--- config.mk ---
export PLATFORM = sky130hd
export DESIGN_NAME = i2c_reg16_slave
export DESIGN_NICKNAME = d
export VERILOG_FILES = /design/src/rtl/i2c_reg16_slave.sv
export SDC_FILE = /design/constraint.sdc
export NUM_CORES = 1
export LEC_CHECK = 0
export ABC_AREA = 1
export ABC_CLOCK_PERIOD_IN_PS = 1300
export BUFFER_PORTS_ARGS = -buffer_cell sky130_fd_sc_hd__clkbuf_2
export CAP_MARGIN = 0
export CORE_ASPECT_RATIO = 1.25
export CORE_MARGIN = 5
export CORE_UTILIZATION = 52
export CTS_CLUSTER_DIAMETER = 100
export DETAILED_ROUTE_END_ITERATION = 12
export GPL_TIMING_DRIVEN = 0
export PLACE_DENSITY = 0.77
export SLEW_MARGIN = 20
export SYNTH_ARGS = -nofsm -noshare
export SYNTH_HDL_FRONTEND = slang
export SYNTH_SLANG_ARGS = --single-unit
--- constraint.sdc ---
create_clock -name clk -period 1.3 [get_ports clk]
set_input_delay 0.065 -clock clk [delete_from_list [all_inputs] [get_ports clk]]
set_output_delay 0.065 -clock clk [all_outputs]
set_load 0.05 [all_outputs]
--- src/rtl/i2c_reg16_slave.sv ---
`default_nettype none
// ============================================================================
//  Module      : i2c_reg16_slave
//  Description : I2C target with 16-bit register sub-address and 8-bit data.
//                Decodes START / STOP / repeated START, ACKs SLAVE_ADDR and
//                issues one write strobe per data byte with address
//                auto-increment. Build macro I2C_SLAVE_RD_EN adds the read
//                path. Without it, reads are NACKed.
//  Revision    : 1.0  initial release
// ============================================================================
module i2c_reg16_slave #(
    parameter logic [6:0] SLAVE_ADDR = 7'h30,
    parameter int         FILT_LEN   = 3       // legal range 1..7
) (
    input  logic        clk,
    input  logic        rst_n,
    input  logic        i2c_scl_in,
    input  logic        i2c_sda_in,
    output logic        i2c_sda_oe,
    output logic        reg_wr_en,
    output logic [15:0] reg_addr,
    output logic [7:0]  reg_wr_data,
    input  logic [7:0]  reg_rd_data,
    output logic        busy
);

    typedef enum logic [3:0] {
        IDLE      = 4'd0,
        DEV       = 4'd1,
        ACK_DEV   = 4'd2,
        AH        = 4'd3,
        ACK_AH    = 4'd4,
        AL        = 4'd5,
        ACK_AL    = 4'd6,
        WR        = 4'd7,
        ACK_WR    = 4'd8,
        RD_LOAD   = 4'd9,
        RD        = 4'd10,
        RD_MACK   = 4'd11,
        WAIT_STOP = 4'd12
    } state_t;

    // Bit 0 carries SCL and bit 1 carries SDA through the conditioning chain.
    logic [1:0] sync1;
    logic [1:0] sync2;
    logic [1:0] filt;
    logic [1:0] filt_q;
    logic [2:0] fcnt [2];

    state_t      state;
    logic [3:0]  cnt;
    logic [7:0]  shreg;
    logic [7:0]  addr_hi;

    logic scl_rise;
    logic scl_fall;
    logic start_det;
    logic stop_det;
    logic sda_bit;
    logic addr_match;
    logic dev_ack;

    // Synchronise both pins, then require FILT_LEN consecutive samples
    // that disagree with the filtered level before it is allowed to flip.
    always_ff @(posedge clk) begin
        if (!rst_n) begin
            sync1   <= 2'b11;
            sync2   <= 2'b11;
            filt    <= 2'b11;
            filt_q  <= 2'b11;
            fcnt[0] <= 3'd0;
            fcnt[1] <= 3'd0;
        end else begin
            sync1  <= {i2c_sda_in, i2c_scl_in};
            sync2  <= sync1;
            filt_q <= filt;
            for (int i = 0; i < 2; i++) begin
                if (sync2[i] == filt[i]) begin
                    fcnt[i] <= 3'd0;
                end else if (fcnt[i] == 3'(FILT_LEN - 1)) begin
                    filt[i] <= sync2[i];
                    fcnt[i] <= 3'd0;
                end else begin
                    fcnt[i] <= fcnt[i] + 3'd1;
                end
            end
        end
    end

    assign sda_bit   = filt[1];
    assign scl_rise  =  filt[0] & ~filt_q[0];
    assign scl_fall  = ~filt[0] &  filt_q[0];
    assign start_det =  filt[0] & filt_q[0] &  filt_q[1] & ~filt[1];
    assign stop_det  =  filt[0] & filt_q[0] & ~filt_q[1] &  filt[1];

    // General call (address 0) is never acknowledged.
    assign addr_match = (shreg[7:1] == SLAVE_ADDR) && (shreg[7:1] != 7'h00);

`ifdef I2C_SLAVE_RD_EN
    assign dev_ack = addr_match;
`else
    assign dev_ack = addr_match & ~shreg[0];
    logic unused_rd_data;
    assign unused_rd_data = ^reg_rd_data;
`endif

    // Protocol state machine: byte shifting, ACK drive, register strobes.
    always_ff @(posedge clk) begin
        if (!rst_n) begin
            state       <= IDLE;
            cnt         <= 4'd0;
            shreg       <= 8'h00;
            addr_hi     <= 8'h00;
            i2c_sda_oe  <= 1'b0;
            reg_wr_en   <= 1'b0;
            reg_addr    <= 16'h0000;
            reg_wr_data <= 8'h00;
            busy        <= 1'b0;
        end else begin
            reg_wr_en <= 1'b0;
            if (start_det) begin
                // Repeated START keeps the register pointer.
                state      <= DEV;
                cnt        <= 4'd0;
                i2c_sda_oe <= 1'b0;
                busy       <= 1'b1;
            end else if (stop_det) begin
                state      <= IDLE;
                cnt        <= 4'd0;
                i2c_sda_oe <= 1'b0;
                busy       <= 1'b0;
            end else begin
                case (state)
                    IDLE: begin
                        i2c_sda_oe <= 1'b0;
                    end
                    DEV, AH, AL, WR: begin
                        if (scl_rise && (cnt != 4'd8)) begin
                            shreg <= {shreg[6:0], sda_bit};
                            cnt   <= cnt + 4'd1;
                            if ((state == WR) && (cnt == 4'd7)) begin
                                reg_wr_data <= {shreg[6:0], sda_bit};
                                reg_wr_en   <= 1'b1;
                            end
                        end else if (scl_fall && (cnt == 4'd8)) begin
                            cnt <= 4'd0;
                            if (state == DEV) begin
                                if (dev_ack) begin
                                    state      <= ACK_DEV;
                                    i2c_sda_oe <= 1'b1;
                                end else begin
                                    state <= WAIT_STOP;
                                end
                            end else begin
                                i2c_sda_oe <= 1'b1;
                                if (state == AH) begin
                                    addr_hi <= shreg;
                                    state   <= ACK_AH;
                                end else if (state == AL) begin
                                    state <= ACK_AL;
                                end else begin
                                    state <= ACK_WR;
                                end
                            end
                        end
                    end
                    ACK_DEV: begin
`ifdef I2C_SLAVE_RD_EN
                        // Read: keep ACKing; RD_LOAD ends the ACK bit.
                        if (shreg[0]) begin
                            state <= RD_LOAD;
                        end else
`endif
                        if (scl_fall) begin
                            i2c_sda_oe <= 1'b0;
                            state      <= AH;
                        end
                    end
                    ACK_AH: begin
                        if (scl_fall) begin
                            i2c_sda_oe <= 1'b0;
                            state      <= AL;
                        end
                    end
                    ACK_AL: begin
                        if (scl_fall) begin
                            i2c_sda_oe <= 1'b0;
                            reg_addr   <= {addr_hi, shreg};
                            state      <= WR;
                        end
                    end
                    ACK_WR: begin
                        if (scl_fall) begin
                            i2c_sda_oe <= 1'b0;
                            reg_addr   <= reg_addr + 16'd1;
                            state      <= WR;
                        end
                    end
`ifdef I2C_SLAVE_RD_EN
                    RD_LOAD: begin
                        // The falling edge ending the ACK also launches the MSB.
                        if (scl_fall) begin
                            shreg      <= {reg_rd_data[6:0], 1'b0};
                            i2c_sda_oe <= ~reg_rd_data[7];
                            cnt        <= 4'd1;
                            state      <= RD;
                        end
                    end
                    RD: begin
                        if (scl_fall) begin
                            if (cnt == 4'd8) begin
                                i2c_sda_oe <= 1'b0;
                                cnt        <= 4'd0;
                                state      <= RD_MACK;
                            end else begin
                                i2c_sda_oe <= ~shreg[7];
                                shreg      <= {shreg[6:0], 1'b0};
                                cnt        <= cnt + 4'd1;
                            end
                        end
                    end
                    RD_MACK: begin
                        if (scl_rise) begin
                            if (!sda_bit) begin
                                reg_addr <= reg_addr + 16'd1;
                                state    <= RD_LOAD;
                            end else begin
                                state <= WAIT_STOP;
                            end
                        end
                    end
`endif
                    WAIT_STOP: begin
                        i2c_sda_oe <= 1'b0;
                    end
                    default: begin
                        state      <= IDLE;
                        i2c_sda_oe <= 1'b0;
                    end
                endcase
            end
        end
    end

endmodule
`default_nettype wire

Yosys cells after proc, flatten, opt, wreduce, memory -nomap -nowiden
Memory sizes are Yosys's and may differ from the RTL's.
Cells that the tools add are included.
{ "classes": {"bitwise": 28, "mux": 55, "addsub": 4, "reduce_logical": 25, "n_eq_ne": 32} }
{ "op_table": {"columns": ["cell", "n"], "rows": [
  ["$mux W4", 11],
  ["$mux W1", 33],
  ["$mux W16", 2],
  ["$pmux W16 S2", 1],
  ["$eq A4 B3 Y1 const B", 5],
  ["$ne A4 B4 Y1 const B", 5],
  ["$pmux W4 S5", 1],
  ["$mux W3", 6],
  ["$add A16 B1 Y16 const B", 1],
  ["$not A1 Y1", 14],
  ["$eq A4 B4 Y1 const B", 3],
  ["$ne A2 B2 Y1 const B", 6],
  ["$reduce_and A6 Y1", 2],
  ["$reduce_and A5 Y1", 2],
  ["$and A1 B1 Y1", 8],
  ["$eq A4 B2 Y1 const B", 2],
  ["$reduce_and A4 Y1", 2],
  ["$reduce_or A4 Y1", 2],
  ["$eq A7 B6 Y1 const B", 1],
  ["$reduce_and A7 Y1", 1],
  ["$reduce_bool A7 Y1", 1],
  ["$add A3 B1 Y3 const B", 2],
  ["$eq A3 B2 Y1 const B", 2],
  ["$or A1 B1 Y1", 6],
  ["15 further kinds", 25]
]} }
{ "word_totals": {"word_cells": 160, "register_bits": 59, "memories": 1, "inputBits": 12, "ramBits": 6, "output_inout_bits": 27} }
{ "memory_table": {"columns": ["memory", "depth", "width", "rd", "rd_clocked_by_memory_dff", "write_ports", "line_no", "source"], "rows": [
  ["fcnt", 2, 3, 2, 0, 2, "48", "logic [2:0] fcnt [2];"]
]} }

Depth between registers and ports, before layout
{ "logic_depth": {"word_depth": 10, "depth_mapped": 11, "ltp_nobuf": 11} }

Worst setup path after synthesis
OpenSTA, ideal clock, no wires.
{ "synth_timing": {"kind": "reg2reg", "startpoint": "register reg_addr[0]", "endpoint": "register reg_addr[8]", "period_less_slack_ns": 1.804, "n_path_buf": 0, "t_arrival_ns": 1.734, "required_time_ns": 1.230, "setup_time_ns": 0.070, "stages_incl_launch_ff": 8, "setup_slack_ns": -0.504, "cell_sequence": "dfxtp_1 > ha_1 > nand3_1 > nor2_1 > nand3_1 > o21ai_0 > nand2_1 > a21oi_1"} }
{ "synth_via": {"elab_chain_cells": 3} }
{ "synth_lines": {"columns": ["element", "line_no", "source"], "rows": [
  ["start, declared", "21", "output logic [15:0] reg_addr,"],
  ["start signal, assigned", "188", "reg_addr <= {addr_hi, shreg};"],
  ["start signal, assigned", "195", "reg_addr <= reg_addr + 16'd1;"],
  ["$add A16 B1 Y16", "195", null],
  ["$mux W16", "193", "if (scl_fall) begin"],
  ["$pmux W16 S2", "133", "case (state)"]
]} }
Every way passes these cells. The select of a mux whose other input is x is not followed.
A chain may end at the register's enable or synchronous reset.

Final worst setup path
{ "layout_timing": {"startpoint": "register filt_q[0]", "endpoint": "register state[0]"} }
{ "layout_via": {"elab_chain_cells": 5, "word_cells_on_any_way": 19, "classes_between": "eq/ne (6); mux (2); bitwise (8); reduce/logical (3)"} }
{ "layout_lines": {"columns": ["element", "line_no", "source"], "rows": [
  ["start, declared", "47", "logic [1:0] filt_q;"],
  ["start signal, assigned", "76", "filt_q <= filt;"],
  ["$and A1 B1 Y1 or $not A1 Y1 (tied branches)", "93, 94, 91", null],
  ["$and A1 B1 Y1, on equally long branches", "93, 91, 94", null],
  ["$and A1 B1 Y1 (tied with other cells)", "93", "assign start_det = filt[0] & filt_q[0] & filt_q[1] & ~filt[1];"],
  ["$ne A4 B4 Y1 (no source line) (tied with other cells)", null, null],
  ["$reduce_and A6 Y1 (no source line) or $mux W1 (tied branches)", null, null],
  ["end signal, assigned", "110", "state <= IDLE;"],
  ["end signal, assigned", "123", "state <= DEV;"],
  ["end signal, assigned", "128", "state <= IDLE;"],
  ["end, declared", "50", "state_t state;"]
]} }
Several ways; a longest one is shown, not always the timed one.

==> metrics.md <==
| Metric | Value |
|---|---|
| DR DRC count | `0` |
| Count of cell types in the netlist | `33` |
| Violated checks | `setup timing` |
| R2R Path End | `state[0]` |
| Worst R2R Start | `filt_q[0]` |
| Critical Path End | `state[0]` |
| Max Cap Viol | `0` |
| Num CTS Buffers | `9` |
| Antenna diode count | `0` |
| Root Buffer | `clkbuf_8` |
| Worst setup margin | `-179 ps` |
| Largest net degree at the start of global routing | `13` |
| DP Area | `3590 um^2` |
| IO Count | `39` |
| Most common cell in the netlist | `nand2_1` |
| First-pass GRT wire length | `14,500 um` |
| Ys async rst share | `0%` |
| Max H-tree Level | `3` |
| CP Class | `reg2reg` |
| GPL Wtd Cong | `0.915` |
| Vias in the first global route | `3,069` |
| Max IR drop VDD | `0.827 mV` |
| Avg Cell Area, Syn | `7.18 um^2` |
| Area contributors post-synth | `dfxtp_1 37%, nand2_1 11%, a21oi_1 7.1%` |
| RSZ-0062 raised after global routing | `true` |
| Pins Over Slew Limit | `0` |
| Outcome | `complete, but fails checks` |
| Leakage | `1.72 nW` |
| Pre-antenna DRT Iters | `5` |
| Hold Path Class | `in2reg` |
| Type of element launching the critical path | `flop` |
| Vias/cell | `5.49` |
| Final setup viols | `48` |
| Worst Tran Pin Value | `672 ps` |
| Cells after synthesis | `445` |
| CTS clk-pin slew, worst paths | `70 ps` |
| Longest Clk Path Bufs | `2` |
| Synthesized flop and latch total | `65` |
| Hold Slack | `194 ps` |
| Synth Warn # | `0` |
| Initial Utilization | `52.5%` |
| Min-Delay Startpoint | `rst_n` |
| Worst-path fanout max | `5` |
| Die span in y | `97.6 um` |
| Seq/Total Area, Yosys | `42.6%` |
| Rows | `32` |
| Routed WL per cell | `15.8 um` |
| Die Footprint | `7820 um^2` |
| I/O Buffers | `29` |
| Flop-to-flop setup slack | `-180 ps` |
| CP arrival | `1770 ps` |
| Final hold vios | `0` |
| GRT Util Overall | `23.6%` |
| Post-DP HPWL | `5620 um` |
| Clock sink count | `65` |
| Dominant synthesized flop cell | `dfxtp_1` |
| DRT iter0 DRCs | `296` |
| WL final | `9660 um` |
| TritonCTS clock tree | `done` |
| Top-area cell type share of the netlist area | `37.0%` |
| Crit path from | `filt_q[0]` |
| Post-Syn Area | `3190 um^2` |
| Power per cell area | `906 nW/um^2` |
| Fin area | `4520 um^2` |
| Post-synth top area cell | `dfxtp_1` |
| CP Data Required Time | `1590 ps` |
| Share of post-route cells with drive strength above 1 | `41.1%` |
| Total Power | `4.10 mW` |
| Synth top cells by count | `96 x nand2_1, 59 x dfxtp_1, 50 x nor2_1, 45 x a21oi_1, 42 x inv_1` |
| Clk_lat worst skew | `360 ps` |
| Slew Limit Headroom | `55.2%` |
| Fin Clk Skew | `14.1 ps` |
| Worst Setup End Kind | `flop` |
| Post-synth EDFFs | `6` |
| Routed vias | `3,365` |
| Fin crit share | `114%` |
| Clock period minus worst slack | `1480 ps` |
| NumNets Final | `542` |
| Initial antenna violation count | `0` |
| FF-to-FF path depth | `8` |
| Hold Crit Depth | `3` |
| Fmax | `676 MHz` |
| CORE AREA | `6090 um^2` |
| Width of the die | `80.1 um` |
| Total congestion overflow | `0` |
| Post-route ant nets | `0` |
| Area delta synth->final | `41.6%` |
==> worst min-delay path by stage <==
stage	end	slack, ps
finish	reg_addr[1]	190
global route	reg_addr[1]	240
CTS	reg_addr[1]	170
detailed placement	sync1[1]	260
global placement	sync1[0]	250
floorplan	sync1[0]	170
==> cell families (layout without fill, tap and decap cells) <==
group | after synthesis | after routing | synth area share (%)
AO/OA/AOI/OAI | 96 | 96 | 15.4
buffers and inverters | 60 | 137 | 7.84
flip-flops | 65 | 65 | 42.6
other | 1 | 6 | 0.117
XOR/XNOR | 7 | 7 | 1.92
AND/OR/NAND/NOR | 209 | 210 | 29.3
adder cells (fa/ha/maj) | 7 | 7 | 2.74
==> timing repair <==
action / 4_1_cts / 5_1_grt
pin swaps: 16 / 30
setup endpoints to repair: 56 / 57
hold buffers: 2 / 0
cloned: 5 / 1
setup buffers: 15 / 10
hold endpoints to repair: 2 / 0
gates resized for setup: 65 / 80
==> metrics by stage <==
step	util (%)	worst slack, ps	instances	TNS (ps)
6_report	74.3	-179	613	-4980
5_1_grt	74.3	-242	613	-8380
4_1_cts	68.5	-80.2	602	-1680
3_5_place_dp	59.0	-319	564	-8800
3_3_place_gp	59.0	-289	564	-6630
2_1_floorplan	-	-16.1	450	-24.1
==> flip-flops by register name (all words and copies together), names as in the netlist <==
name and flops:
busy 1, sync1 2, cnt 4, filt 2, shreg 8, reg_addr 16, addr_hi 8, fcnt 6
reg_wr_data 8, filt_q 2, state 4, i2c_sda_oe 1, reg_wr_en 1, sync2 2
==> cell type report <==
| class | instances | area (um^2) |
|---|---|---|
| multi-input combinational | 326 | 2060 |
| fill | 445 | 1570 |
| sequential | 65 | 1420 |
| timing repair buffer | 61 | 433 |
| inverter | 47 | 204 |
| clock buffer | 9 | 124 |
| tap | 85 | 106 |
| buffer | 13 | 104 |
| clock inverter | 7 | 68.8 |
==> power breakdown <==
group	total (mW)	switching [mW]	internal [mW]
clock	1.75	0.864	0.882
sequential	2.06	0.0313	2.03
combinational	0.293	0.185	0.108
==> placed cells by master (no fill, tap or decap), types with 3 or more instances in the layout <==
cell type and n:
a21oi_1 29, a21oi_2 16, buf_4 22, buf_6 10, buf_8 3, clkbuf_1 4, clkbuf_2 30, clkbuf_8 9
conb_1 6, dfxtp_1 37, dfxtp_2 10, dfxtp_4 12, edfxtp_1 6, ha_4 5, inv_1 32, inv_2 10
inv_4 4, nand2_1 83, nand2_2 10, nand2_4 5, nand3_1 19, nand3_2 15, nand4_1 5, nor2_1 39
nor2_2 6, nor2_4 15, o21ai_0 14, o21ai_1 17, o21ai_2 14, or2_2 5, xnor2_1 3, xor2_1 4
==> critical path, cell delays in order (launching register included) <==
cell and delay [ps]:
dfxtp_1 360, inv_1 120, nor2_4 220, inv_1 100
nand2_1 150, inv_1 90, nor2_4 150, nand3_2 100
a21oi_2 140
==> metal layers <==
metal,global-route usage [%],part of all wire (%)
met5,0,0
met4,8.84,3.6
met3,5.84,5.9
met2,41.6,54
met1,26.9,37
Note: power is estimated with default switching activity, not from simulation.
